**src/rtl/mac_drain.sv**
```systemverilog
// Accumulates K_LEN unsigned PE products into one result and queues the results
// in a small first-word-fall-through FIFO for a downstream consumer.
module mac_drain #(
    parameter int MUL_W = 16,
    parameter int K_LEN = 4,
    parameter int ACC_W = MUL_W + $clog2(K_LEN),
    parameter int DEPTH = 4
) (
    input  logic                     clock_i,
    input  logic                     resetn_i,
    input  logic [MUL_W-1:0]         prod_i,
    input  logic                     prod_valid_i,
    input  logic                     clear_i,
    output logic [ACC_W-1:0]         sum_o,
    output logic                     sum_valid_o,
    input  logic                     sum_ready_i,
    output logic                     busy_o,
    output logic                     drop_o,
    output logic [$clog2(DEPTH):0]   level_o
);

    localparam int CNT_W = $clog2(K_LEN + 1);
    localparam int PTR_W = (DEPTH > 1) ? $clog2(DEPTH) : 1;
    localparam int LVL_W = $clog2(DEPTH) + 1;
    localparam logic [CNT_W-1:0] LAST_CNT = CNT_W'(K_LEN - 1);
    localparam logic [PTR_W-1:0] LAST_PTR = PTR_W'(DEPTH - 1);
    localparam logic [LVL_W-1:0] FULL_LVL = LVL_W'(DEPTH);

    typedef enum logic {
        IDLE,
        ACCUM
    } state_t;

    state_t             state_q, state_d;
    logic [ACC_W-1:0]   acc_q, acc_d;
    logic [CNT_W-1:0]   cnt_q, cnt_d;
    logic [ACC_W-1:0]   prod_ext;
    logic [ACC_W-1:0]   sum_new;
    logic               push;

    logic [ACC_W-1:0]   mem [DEPTH];
    logic [PTR_W-1:0]   wr_ptr, rd_ptr;
    logic [LVL_W-1:0]   level_q;
    logic               drop_q;
    logic               full;
    logic               pop;
    logic               do_push;

    function automatic logic [PTR_W-1:0] next_ptr(input logic [PTR_W-1:0] p);
        return (p == LAST_PTR) ? '0 : p + PTR_W'(1);
    endfunction

    // Truncating cast lets a narrowed ACC_W wrap modulo 2^ACC_W.
    assign prod_ext = ACC_W'(prod_i);

    always_ff @(posedge clock_i or negedge resetn_i) begin
        if (!resetn_i) begin
            state_q <= IDLE;
            acc_q   <= '0;
            cnt_q   <= '0;
        end else begin
            state_q <= state_d;
            acc_q   <= acc_d;
            cnt_q   <= cnt_d;
        end
    end

    // Clear wins over a coincident product; the K_LEN-th product pushes and rearms.
    always_comb begin
        state_d = state_q;
        acc_d   = acc_q;
        cnt_d   = cnt_q;
        push    = 1'b0;
        sum_new = (state_q == ACCUM) ? acc_q + prod_ext : prod_ext;
        if (clear_i) begin
            state_d = IDLE;
            acc_d   = '0;
            cnt_d   = '0;
        end else if (prod_valid_i) begin
            if (cnt_q == LAST_CNT) begin
                push    = 1'b1;
                state_d = IDLE;
                acc_d   = '0;
                cnt_d   = '0;
            end else begin
                state_d = ACCUM;
                acc_d   = sum_new;
                cnt_d   = cnt_q + CNT_W'(1);
            end
        end
    end

    assign sum_valid_o = (level_q != '0);
    assign full        = (level_q == FULL_LVL);
    assign pop         = sum_valid_o && sum_ready_i;
    assign do_push     = push && (!full || pop);

    always_ff @(posedge clock_i) begin
        if (do_push) begin
            mem[wr_ptr] <= sum_new;
        end
    end

    always_ff @(posedge clock_i or negedge resetn_i) begin
        if (!resetn_i) begin
            wr_ptr  <= '0;
            rd_ptr  <= '0;
            level_q <= '0;
            drop_q  <= 1'b0;
        end else begin
            drop_q <= push && full && !pop;
            if (do_push) begin
                wr_ptr <= next_ptr(wr_ptr);
            end
            if (pop) begin
                rd_ptr <= next_ptr(rd_ptr);
            end
            case ({do_push, pop})
                2'b10:   level_q <= level_q + LVL_W'(1);
                2'b01:   level_q <= level_q - LVL_W'(1);
                default: level_q <= level_q;
            endcase
        end
    end

    // Gating the head with valid keeps sum_o at 0 whenever the FIFO is empty.
    assign sum_o   = sum_valid_o ? mem[rd_ptr] : '0;
    assign busy_o  = (cnt_q != '0);
    assign drop_o  = drop_q;
    assign level_o = level_q;

endmodule

```
**config.mk**
```make
export PLATFORM = sky130hd
export DESIGN_NAME = mac_drain
export DESIGN_NICKNAME = d
export VERILOG_FILES = /design/src/rtl/mac_drain.sv
export SDC_FILE = /design/constraint.sdc
export NUM_CORES = 1
export LEC_CHECK = 0
export CORE_UTILIZATION = 49
export DETAILED_ROUTE_END_ITERATION = 10
export PLACE_DENSITY = 0.69
export SYNTH_ARGS = -nofsm -noshare
export SYNTH_HDL_FRONTEND = slang
export SYNTH_SLANG_ARGS = --single-unit
```
**constraint.sdc**
```tcl
create_clock -name clock_i -period 2.3 [get_ports clock_i]
set_input_delay 0.46 -clock clock_i [delete_from_list [all_inputs] [get_ports clock_i]]
set_output_delay 0.46 -clock clock_i [all_outputs]
set_load 0.01 [all_outputs]
```
# Word level (Yosys, flattened, before mapping)
# Memory sizes are Yosys's and may differ from the RTL's.
# Cells that the tools add are included.
# classes
n_addsub	6
eq_ne	6
muxes	19
reduce_logical	11
# op_table
op	n
$mux 18	5
$add 18x16->18	1
$mux 3	3
$mux 1	8
$add 3x1->3 const B	2
$eq 2x2->1 const B	3
$pmux 3 s2	1
$reduce_bool 3->1	2
$add 2x1->2 const B	2
$logic_and 1x1->1	4
$mux 2	2
$reduce_bool 2->1	2
$eq 3x2->1 const B	1
$eq 3x3->1 const B	1
$sub 3x1->3 const B	1
$eq 2x1->1 const B	1
$logic_not 1->1	2
$logic_or 1x1->1	1
# word_totals
register_bits	30
ramBits	72
input_bits	21
elab_cells	50
mem_count	1
# memory_table
name	words	width	read_ports	rd_ports_with_merged_regs	wr	line	source
mem	4	18	1	0	1	41	logic [ACC_W-1:0] mem [DEPTH];

# Logic depth before layout (Yosys ltp)
# Gate-level depths: netlist of the first run.
# depth
word_depth	7
depth_mapped	10

# Worst setup path before layout of the first run
# OpenSTA, ideal clock, no wires.
# synth_timing
path_type	input to register
start	in prod_i[0]
end	mem mem[0][14] in the netlist's numbering (data pin)
setup_ns	0.263
arrival_time_ns	2.185
required_ns	2.037
path_slack_ns	-0.147
cell_stages	10
n_path_buf	0
cell_sequence	ha_1 > inv_1 > fa_1 > nor2b_1 > o21bai_1 > a31oi_1 > o21a_1 > a31oi_1 > xnor2_1 > a21o_1
# synth_between
elab_chain_cells	2
# synth_rtl
element	line	source
start, declared	11	input logic [MUL_W-1:0] prod_i,
$add 18x16->18	74	sum_new = (state_q == ACCUM) ? acc_q + prod_ext : prod_ext;
$mux 18	74	
named net sum_new[14]	38	logic [ACC_W-1:0] sum_new;
end, declared	41	
# The timed path passes the listed nets, and every way through them passes these cells.

# Final worst setup path of the first run
# layout_timing
start	reg acc_q[4]
end	mem mem[0][15] in the netlist's numbering (data pin)
# layout_between
elab_chain_cells	2
# layout_rtl
element	line	source
start, declared	35	logic [ACC_W-1:0] acc_q, acc_d;
start signal, assigned	59	acc_q <= '0;
start signal, assigned	63	acc_q <= acc_d;
$add 18x16->18	74	
$mux 18	74	
named net sum_new[15]	38	
# The timed path passes the listed nets, and every way through them passes these cells.

==> reports/qor.yml, run 1 <==
clock_skew_ns: 0.00739
ys_seq_elements: 102
yosysSeqAreaShare_pct: 57.3
endpoint_kind: "flip-flop"
ctsHoldBuffers: 0
timing.rr.start: "acc_q[4]$_DFFE_PN0P_"
crit_fanout: 4
max_slew.worst_pin.slew_ns: 0.412
hold_class: "input port to asynchronous set/reset pin"
critical_path_buf_inv_count: 1
clkTransAtPathRegs_ns: 0.09
clock_latency_ns: 0.37
synth_top_area_share_pct: 42.5
required_ns: 2.43
ys_types: 51
cp-start-kind: "flip-flop"
synthTopCellsByCount: "edfxtp_1, dfrtp_1, and2_1, ha_1, nand2_1"
status: "finished with violations"
final_cells: 638
cp_top_family: "compound AO/OA/AOI/OAI gates"
grt_remaining_overflow: 0
slowest_stage: "dfrtp_1"
antenna_found_initial: 0
design_area_um2: 6890
initial_core_util_pct: 51.3
path_class: "flip-flop to flip-flop"
min_period_over_period_pct: 108
leakage_nw: 2.79
drc: 0
relSlewSlack_pct: 72.6
die_w_um: 104
cts_buffers: 9
synth-edff-count: 72
core_area_um2: 9910
setup_viol_count_final: 42
die_area_um2: 10800
fmax_mhz: 403
via_per_inst: 5.44
ff2ff_path_depth: 8
synth_nets: 417
drtPass1Iterations: 5
dpl_cell_area_um2: 6260
grt_pass1_vias: 3554
dp_cells: 597
nNetsFinal: 546
drive_gt1_share_pct: 39.2
netlist_area_um2: 5090
gp_congestion: 0.847
cts_root_buf: "clkbuf_8"
final.fill_count: 701
grt_max_degree: 31
track_usage_pct: 21.7
detailed_place_hpwl_mm: 7.44
synthFlopType: "edfxtp_1"
report.final.hold_viol_count: 0
cts_tree: "built"
die_h_um: 104
yosysMostFrequentCell: "edfxtp_1"
grt_pass1_wl_mm: 17.9
total_power_mw: 6.02
ioPinCount: 45
layout_min_cycle_time_ns: 2.48
ys_top_cells_by_area: "edfxtp_1, dfrtp_1, mux4_2, ha_1, mux2_2"
synthCells: 371
totalWireLength_mm: 11.3
num_antenna_cells: 0
cts.sinks: 102
routed-via-count: 3468
ys.warnings.count: 0
regToRegSetupSlack_ns: -0.18
drt_iter0_drc: 152
io_buffers: 44
rsz0062_at_grt: "yes"
path_cells: "ha_4 > nand2_4 > o311a_4 > o41ai_4 > a41oi_2 > xor2_1 > a21oi_2 > buf_4"
pwr_density_cell_nw_per_um2: 873
worstReg2RegEnd: "mem[0][15]$_DFFE_PP_"
arrival_ns: 2.61
h-tree-depth: 3
cpPeakStageDelay_ns: 0.42
clockBufferDepth: 2
async_flop_share_pct: 29.4
placementRows: 36
violations: "setup timing"
fin_ws_ns: -0.179
syn2layout_area_growth_pct: 35.5
drtAntennaViolNets: 0
irDropWorstVdd_mv: 0.684
synth_top_cell_by_area: "edfxtp_1"
maxCapViolCount: 0
synth.avg_cell_area_um2: 13.7
post_drt_wl_per_cell_um: 17.7
report.final.slew_viol_count: 0
[metrics by stage]
stage               util [%]  setup WS (ns)  hold WS [ns]  setup TNS [ns]
global placement        63.2         -0.665         0.491          -36.14
floorplan                  -        0.00267         0.164               0
global route            69.6         -0.241         0.515           -7.23
CTS                     67.2         -0.142         0.498           -2.59
detailed placement      63.2         -0.737         0.496          -39.95
finish                  69.6         -0.179         0.484           -3.49
[sequential cells by signal, summed over array words and instances (netlist names)]
signal,cells
level_o,3
rd_ptr,2
mem,72
wr_ptr,2
state_q,1
acc_q,18
cnt_q,3
drop_o,1
[repair_timing]
action                                  CTS  global route
endpoints found under the setup margin   79            79
pin swaps                                14            29
gates resized for setup                 108            50
setup buffers                            24             5
[kinds of logic (layout without fill, tap and decap cells)]
group / after synthesis / count (layout) / synth area share (%)
multiplexers: 32 / 32 / 11.0
AO/OA/AOI/OAI: 76 / 76 / 11.2
AND/OR/NAND/NOR: 92 / 92 / 9.03
flip-flops: 102 / 102 / 57.3
buffers and inverters: 27 / 161 / 2.07
adder cells (fa/ha/maj): 25 / 25 / 6.44
XOR/XNOR: 17 / 17 / 2.93
[cell type report]
class	count	area (µm²)	share of cell area [%]
inverters	12	45.0	0.653
multi-input cells	242	2360	34.2
clock inverters	5	36.3	0.526
clock buffers	11	131	1.91
repair buffers	133	1240	18.1
well taps	133	166	2.41
flip-flops and latches	102	2910	42.3
[routing by layer]
metal,vias up,part of all wire [%],GRT usage (%),wire (µm)
met5,-,0,0,0
met4,0,1.4,7.35,157
met3,12,3.2,3.70,360
met2,64,51,37.4,5730
met1,1734,45,27.7,5050
li1,1658,-,-,-
[layout by cell type (no fill, tap or decap), drive strengths merged, types with 16 or more instances in the layout]
cell / netlist / routed
buf: 3 / 107
edfxtp: 72 / 72
dfrtp: 30 / 30
nand2: 23 / 23
ha: 23 / 23
and2: 23 / 23
nor2: 21 / 21
mux4: 18 / 18
clkdlybuf4s50: 0 / 18
a22o: 16 / 16
[worst max path at each step]
stage / from / to / slack [ns] / cells past startpoint
6_report: acc_q[4]$_DFFE_PN0P_ / mem[0][15]$_DFFE_PP_ / -0.18 / 8
2_1_floorplan: prod_i[1] / mem[0][17]$_DFFE_PP_ / 0.003 / 8
3_5_place_dp: prod_i[1] / mem[1][17]$_DFFE_PP_ / -0.74 / 9
5_1_grt: acc_q[3]$_DFFE_PN0P_ / mem[1][15]$_DFFE_PP_ / -0.24 / 8
4_1_cts: acc_q[3]$_DFFE_PN0P_ / mem[1][17]$_DFFE_PP_ / -0.14 / 8
3_3_place_gp: prod_i[1] / mem[0][17]$_DFFE_PP_ / -0.67 / 9
[where the power goes]
part           total, mW  leakage, nW  switching, mW  internal [mW]
sequential          2.15         1.04         0.0598           2.09
clock               1.03       0.0760          0.630          0.397
combinational       2.85         1.67           1.19           1.66
(Power assumes the default switching activity.)
==> run 2, diff against run 1 <==
--- a/config.mk
+++ b/config.mk
@@ -8,6 +8,8 @@
 export CORE_UTILIZATION = 49
 export DETAILED_ROUTE_END_ITERATION = 10
 export PLACE_DENSITY = 0.69
+export SKIP_CTS_REPAIR_TIMING = 1
+export SLEW_MARGIN = 40
 export SYNTH_ARGS = -nofsm -noshare
 export SYNTH_HDL_FRONTEND = slang
 export SYNTH_SLANG_ARGS = --single-unit
==> run 2 against run 1 <==
  * The run still ends with setup timing left
  * Global-route usage down 0.91 points
  * Combinational power down 13%
  * Design area fell by 2.7%
  * Sequential cell count did not move
  * Die area is the same
  * Critical endpoint is now mem[1][17]$_DFFE_PP_
  * Highest routed layer unchanged
==> reports/qor.yml, run 2 (synthesis gave the netlist of run 1 again) <==
final_common_cell: "buf_4"  # was edfxtp_1
swShare_pct: 31.4  # was 31.2%
drtPass1Iterations: 4  # was 5
grt_remaining_overflow: 0  # unchanged
final_cell_mix: "buf_4, edfxtp_1, dfrtp_1"  # was edfxtp_1, buf_4, dfrtp_1
cp-start-kind: "flip-flop"  # unchanged
post_drt_wl_per_cell_um: 17.4  # was 17.7 µm
final.fill_count: 732  # was 701
track_usage_pct: 20.8  # was 21.7%
clockBufferDepth: 2  # unchanged
die_area_um2: 10800  # unchanged
gp_congestion: 0.847  # unchanged
violations: "setup timing"  # unchanged
setup_viol_count_final: 52  # was 42
hold_class: "input port to asynchronous set/reset pin"  # unchanged
largest_registers: "mem (72), acc_q (18)"  # unchanged
largest_register: "mem"  # unchanged
leakage_nw: 2.79  # about the same
via_per_inst: 5.39  # was 5.44
layout_min_cycle_time_ns: 2.49  # was 2.48 ns
syn2layout_area_growth_pct: 31.9  # was 35.5%
core_area_um2: 9910  # unchanged
ioPinCount: 45  # unchanged
multiInputGateArea_um2: 2300  # was 2360 µm²
irDropWorstVdd_mv: 0.671  # was 0.684 mV
status: "finished with violations"  # unchanged
grt_max_degree: 31  # unchanged
clkTransAtPathRegs_ns: 0.10  # was 0.09 ns
fmax_mhz: 401  # was 403 MHz
drive_gt1_share_pct: 35.7  # was 39.2%
fin_hold_ws_ns: 0.486  # was 0.484 ns
maxCapViolCount: 0  # unchanged
internal_power_mw: 3.88  # was 4.14 mW
placementRows: 36  # unchanged
min_period_over_period_pct: 108  # about the same
finish.utilization_pct: 67.7  # was 69.6%
p_clk_share_pct: 18.1  # was 17.1%
nNetsFinal: 540  # was 546
cts.sinks: 102  # unchanged
drtAntennaViolNets: 0  # unchanged
required_ns: 2.41  # was 2.43 ns
path_class: "flip-flop to flip-flop"  # unchanged
seq_area_um2: 2910  # unchanged
rsz0062_at_grt: "yes"  # unchanged
die_h_um: 104  # unchanged
pwr_density_cell_nw_per_um2: 842  # was 873 nW/µm²
relSlewSlack_pct: 72.1  # was 72.6%
arrival_ns: 2.61  # about the same
largest_reg_flops: 72  # unchanged
drc: 0  # unchanged
crit_fanout: 4  # unchanged
cts_buffers: 9  # unchanged
pwr-share-seq_pct: 37.9  # was 35.6%
h-tree-depth: 3  # unchanged
cts_tree: "built"  # unchanged
clock_skew_ns: 0.00843  # was 0.00739 ns
die_w_um: 104  # unchanged
detailed_place_hpwl_mm: 7.44  # unchanged
antenna_found_initial: 0  # unchanged
grt_pass1_wl_mm: 17.2  # was 17.9 mm
p_sw_mw: 1.77  # was 1.88 mW
num_antenna_cells: 0  # unchanged
drt_iter0_drc: 137  # was 152
cts_root_buf: "clkbuf_8"  # unchanged
comb_power_share_pct: 44.0  # was 47.3%
grt_pass1_vias: 3428  # was 3,554
clock_latency_ns: 0.37  # about the same
tns_ns: -4.28  # was -3.49 ns
io_buffers: 44  # unchanged
totalWireLength_mm: 11.0  # was 11.3 mm
report.final.hold_viol_count: 0  # unchanged
report.final.slew_viol_count: 0  # unchanged
routed-via-count: 3407  # was 3,468
fin_ws_ns: -0.194  # was -0.179 ns
max_slew.worst_pin.slew_ns: 0.418  # was 0.412 ns
endpoint_kind: "flip-flop"  # unchanged
initial_core_util_pct: 51.3  # unchanged
==> run 2: changes by cell type in the layout (fill, tap and decap cells not counted), sizes merged <==
cell	before	now
buf	107	84
dlygate4sd2	6	0
clkbuf	11	22
clkdlybuf4s50	18	20
dlymetal6s2s	2	12
==> run 2: path summary, 6_finish.rpt <==
check	start	endpoint	slack (ns)	cells after the start
hold / removal	resetn_i	wr_ptr[0]$_DFFE_PN0P_	0.49	2
setup reg to reg	acc_q[4]$_DFFE_PN0P_	mem[1][17]$_DFFE_PP_	-0.19	8
min in group clock_i	acc_q[7]$_DFFE_PN0P_	acc_q[7]$_DFFE_PN0P_	0.52	1
setup / recovery	acc_q[4]$_DFFE_PN0P_	mem[1][17]$_DFFE_PP_	-0.19	8
hold reg to reg	acc_q[7]$_DFFE_PN0P_	acc_q[7]$_DFFE_PN0P_	0.52	1
max in group asynchronous	resetn_i	acc_q[11]$_DFFE_PN0P_	1.51	2
==> run 2: metal layers <==
metal | wire (µm) | share of wire (%) | vias up | track usage [%]
met5 | 0 | 0 | - | 0
met4 | 146 | 1.3 | 0 | 6.63
met3 | 300 | 2.7 | 12 | 4.20
met2 | 5520 | 50 | 55 | 34.7
met1 | 5020 | 46 | 1696 | 27.3
li1 | - | - | 1644 | -
==> run 2: layout make-up <==
cell class	count	area share [%]
clock buffers	11	1.96
clock inverters	5	0.541
inverters	12	0.671
multi-input cells	242	34.2
flip-flops and latches	102	43.4
well taps	133	2.48
repair buffers	127	16.7
==> run 2: power by group through the flow <==
stage	logic [mW]	clock network (mW)	registers (mW)
floorplan	1.27	0	2.20
global placement	2.28	0	2.18
detailed placement	2.32	0	2.18
CTS	2.33	1.04	2.14
global route	2.71	1.12	2.16
finish	2.49	1.02	2.14
==> run 2: critical path, cell delays in order (launching register included) <==
cell and delay, ns:
dfrtp_1 0.42, ha_4 0.30, nand2_4 0.05, o311a_4 0.40, o41ai_4 0.42, a21bo_1 0.21, o311ai_2 0.10, xor2_1 0.24
nor2_2 0.09
==> run 2: stage by stage <==
stage               area (µm²)  cells  setup WS (ns)  power, mW
finish                    6710    632         -0.194       5.65
global placement          6260    597         -0.665       4.45
CTS                       6430    613         -0.361       5.51
detailed placement        6260    597         -0.737       4.50
global route              6710    632         -0.276       5.98
floorplan                 5170    371        0.00267       3.48
==> run 3, diff against run 2 <==
--- a/config.mk
+++ b/config.mk
@@ -7,6 +7,7 @@
 export LEC_CHECK = 0
 export CORE_UTILIZATION = 49
 export DETAILED_ROUTE_END_ITERATION = 10
+export GPL_ROUTABILITY_DRIVEN = 0
 export PLACE_DENSITY = 0.69
 export SKIP_CTS_REPAIR_TIMING = 1
 export SLEW_MARGIN = 40
==> constraint.sdc (replaced) <==
create_clock -name clock_i -period 2.3 [get_ports clock_i]
set_input_delay 0.46 -clock clock_i [delete_from_list [all_inputs] [get_ports clock_i]]
set_output_delay 0.46 -clock clock_i [all_outputs]
set_load 0.05 [all_outputs]
==> run 3 against run 2 <==
  * The flow still finishes with violations (setup timing)
  * Global-route usage shrank 0.38 points
  * Register-to-register slack got worse by 0.03 ns
  * Non-clock buffer count decreased by 16
  * Cell count shrank 2.5%
  * Worst hold slack lost 0.020 ns
==> reports/qor.yml, run 3 (synthesis gave the netlist of run 1 again) <==
status: "finished with violations"  # unchanged
violations: "setup timing"  # unchanged
timing.rr.start: "acc_q[4]$_DFFE_PN0P_"  # unchanged
drc: 0  # unchanged
report.final.hold_viol_count: 0  # unchanged
endpoint_kind: "flip-flop"  # unchanged
cp-start-kind: "flip-flop"  # unchanged
rsz0062_at_grt: "yes"  # unchanged
io_buffers: 44  # unchanged
h-tree-depth: 3  # unchanged
totalWireLength_mm: 10.6  # was 11.0 mm
pwr_density_cell_nw_per_um2: 1000  # was 842 nW/µm²
num_antenna_cells: 0  # unchanged
die_area_um2: 10800  # unchanged
path_class: "flip-flop to flip-flop"  # unchanged
routed-via-count: 3430  # was 3,407
report.final.slew_viol_count: 0  # unchanged
dp_worst_setup_slack_ns: -0.785  # was -0.737 ns
largest_reg_flops: 72  # unchanged
design_area_um2: 6670  # was 6710 µm²
drive_gt1_share_pct: 38.3  # was 35.7%
largest_register: "mem"  # unchanged
detailed_place_hpwl_mm: 7.30  # was 7.44 mm
drt_iter0_drc: 158  # was 137
die_h_um: 104  # unchanged
antenna_found_initial: 0  # unchanged
syn2layout_area_growth_pct: 31.1  # was 31.9%
irDropWorstVdd_mv: 0.717  # was 0.671 mV
cts.sinks: 102  # unchanged
multiInputGateArea_um2: 2290  # was 2300 µm²
final_common_cell: "edfxtp_1"  # was buf_4
clock_latency_ns: 0.36  # was 0.37 ns
maxCapViolCount: 0  # unchanged
required_ns: 2.41  # about the same
dp_cells: 593  # was 597
seq_area_um2: 2920  # was 2910 µm²
finish.utilization_pct: 67.3  # was 67.7%
final_cell_mix: "edfxtp_1, buf_4, dfrtp_1"  # was buf_4, edfxtp_1, dfrtp_1
core_area_um2: 9910  # unchanged
grt_remaining_overflow: 0  # unchanged
cts_tree: "built"  # unchanged
nNetsFinal: 524  # was 540
crit_fanout: 4  # unchanged
cts_root_buf: "clkbuf_8"  # unchanged
clockBufferDepth: 2  # unchanged
min_period_over_period_pct: 110  # was 108%
largest_registers: "mem (72), acc_q (18)"  # unchanged
regToRegSetupSlack_ns: -0.22  # was -0.19 ns
die_w_um: 104  # unchanged
clkTransAtPathRegs_ns: 0.10  # about the same
setup_viol_count_final: 31  # was 52
final.fill_count: 685  # was 732
post_drt_wl_per_cell_um: 17.2  # was 17.4 µm
relSlewSlack_pct: 66.9  # was 72.1%
via_per_inst: 5.57  # was 5.39
cts_buffers: 9  # unchanged
grt_pass1_wl_mm: 17.1  # was 17.2 mm
clock_skew_ns: 0.00829  # was 0.00843 ns
arrival_ns: 2.64  # was 2.61 ns
leakage_nw: 2.68  # was 2.79 nW
ioPinCount: 45  # unchanged
fin_ws_ns: -0.225  # was -0.194 ns
layout_min_cycle_time_ns: 2.52  # was 2.49 ns
fin_hold_ws_ns: 0.466  # was 0.486 ns
hold_class: "input port to asynchronous set/reset pin"  # unchanged
drtPass1Iterations: 4  # unchanged
max_slew.worst_pin.slew_ns: 0.495  # was 0.418 ns
worstReg2RegEnd: "mem[0][17]$_DFFE_PP_"  # was mem[1][17]$_DFFE_PP_
ff2ff_path_depth: 8  # unchanged
placementRows: 36  # unchanged
dpl_cell_area_um2: 6140  # was 6260 µm²
initial_core_util_pct: 51.3  # unchanged
final_cells: 616  # was 632
track_usage_pct: 20.4  # was 20.8%
grt_max_degree: 31  # unchanged
grt_pass1_vias: 3402  # was 3,428
drtAntennaViolNets: 0  # unchanged
fmax_mhz: 396  # was 401 MHz
==> run 3: metal layers <==
layer  share of wire (%)  GRT usage, %
met5                   0             0
met4                 1.2          6.94
met3                 2.6          3.07
met2                  50          33.0
met1                  47          28.3
==> run 3: cell type report <==
cell class              instances  share of cell area (%)
clock inverters                 7                    1.20
clock buffers                   9                    1.86
multi-input cells             242                    34.4
repair buffers                111                    15.6
well taps                     133                    2.49
inverters                      12                   0.675
flip-flops and latches        102                    43.7
==> run 3: how the worst max path moves through the flow <==
| stage | endpoint | startpoint | slack, ns | cells past startpoint |
|---|---|---|---|---|
| 2_1_floorplan | mem[0][17]$_DFFE_PP_ | prod_i[1] | -0.08 | 8 |
| 3_3_place_gp | mem[0][14]$_DFFE_PP_ | prod_i[0] | -0.74 | 12 |
| 3_5_place_dp | mem[0][14]$_DFFE_PP_ | prod_i[0] | -0.79 | 12 |
| 4_1_cts | mem[2][14]$_DFFE_PP_ | prod_i[0] | -0.41 | 12 |
| 5_1_grt | mem[2][17]$_DFFE_PP_ | acc_q[4]$_DFFE_PN0P_ | -0.31 | 8 |
| 6_report | mem[0][17]$_DFFE_PP_ | acc_q[4]$_DFFE_PN0P_ | -0.22 | 8 |
==> run 3: worst max-delay path: stages (launching register included) <==
cell	delay (ns)
dfrtp_1	0.42
ha_4	0.31
nand2_4	0.05
o311a_4	0.38
o41ai_4	0.43
a21bo_1	0.21
o311ai_2	0.10
xor2_1	0.27
nor2_2	0.10
==> run 3: where the power goes <==
| group | total (mW) | leakage, nW | internal [mW] | switching (mW) |
|---|---|---|---|---|
| sequential | 2.19 | 1.04 | 2.09 | 0.100 |
| clock | 1.17 | 0.0964 | 0.515 | 0.654 |
| combinational | 3.32 | 1.55 | 1.50 | 1.81 |
| total | 6.68 | 2.68 | 4.11 | 2.57 |
==> run 3: per-stage QoR <==
stage	power (mW)	TNS (ns)
5_1_grt	6.98	-7.97
4_1_cts	6.28	-15.34
3_3_place_gp	5.08	-43.26
2_1_floorplan	4.22	-0.571
3_5_place_dp	5.13	-49.52
6_report	6.68	-3.90
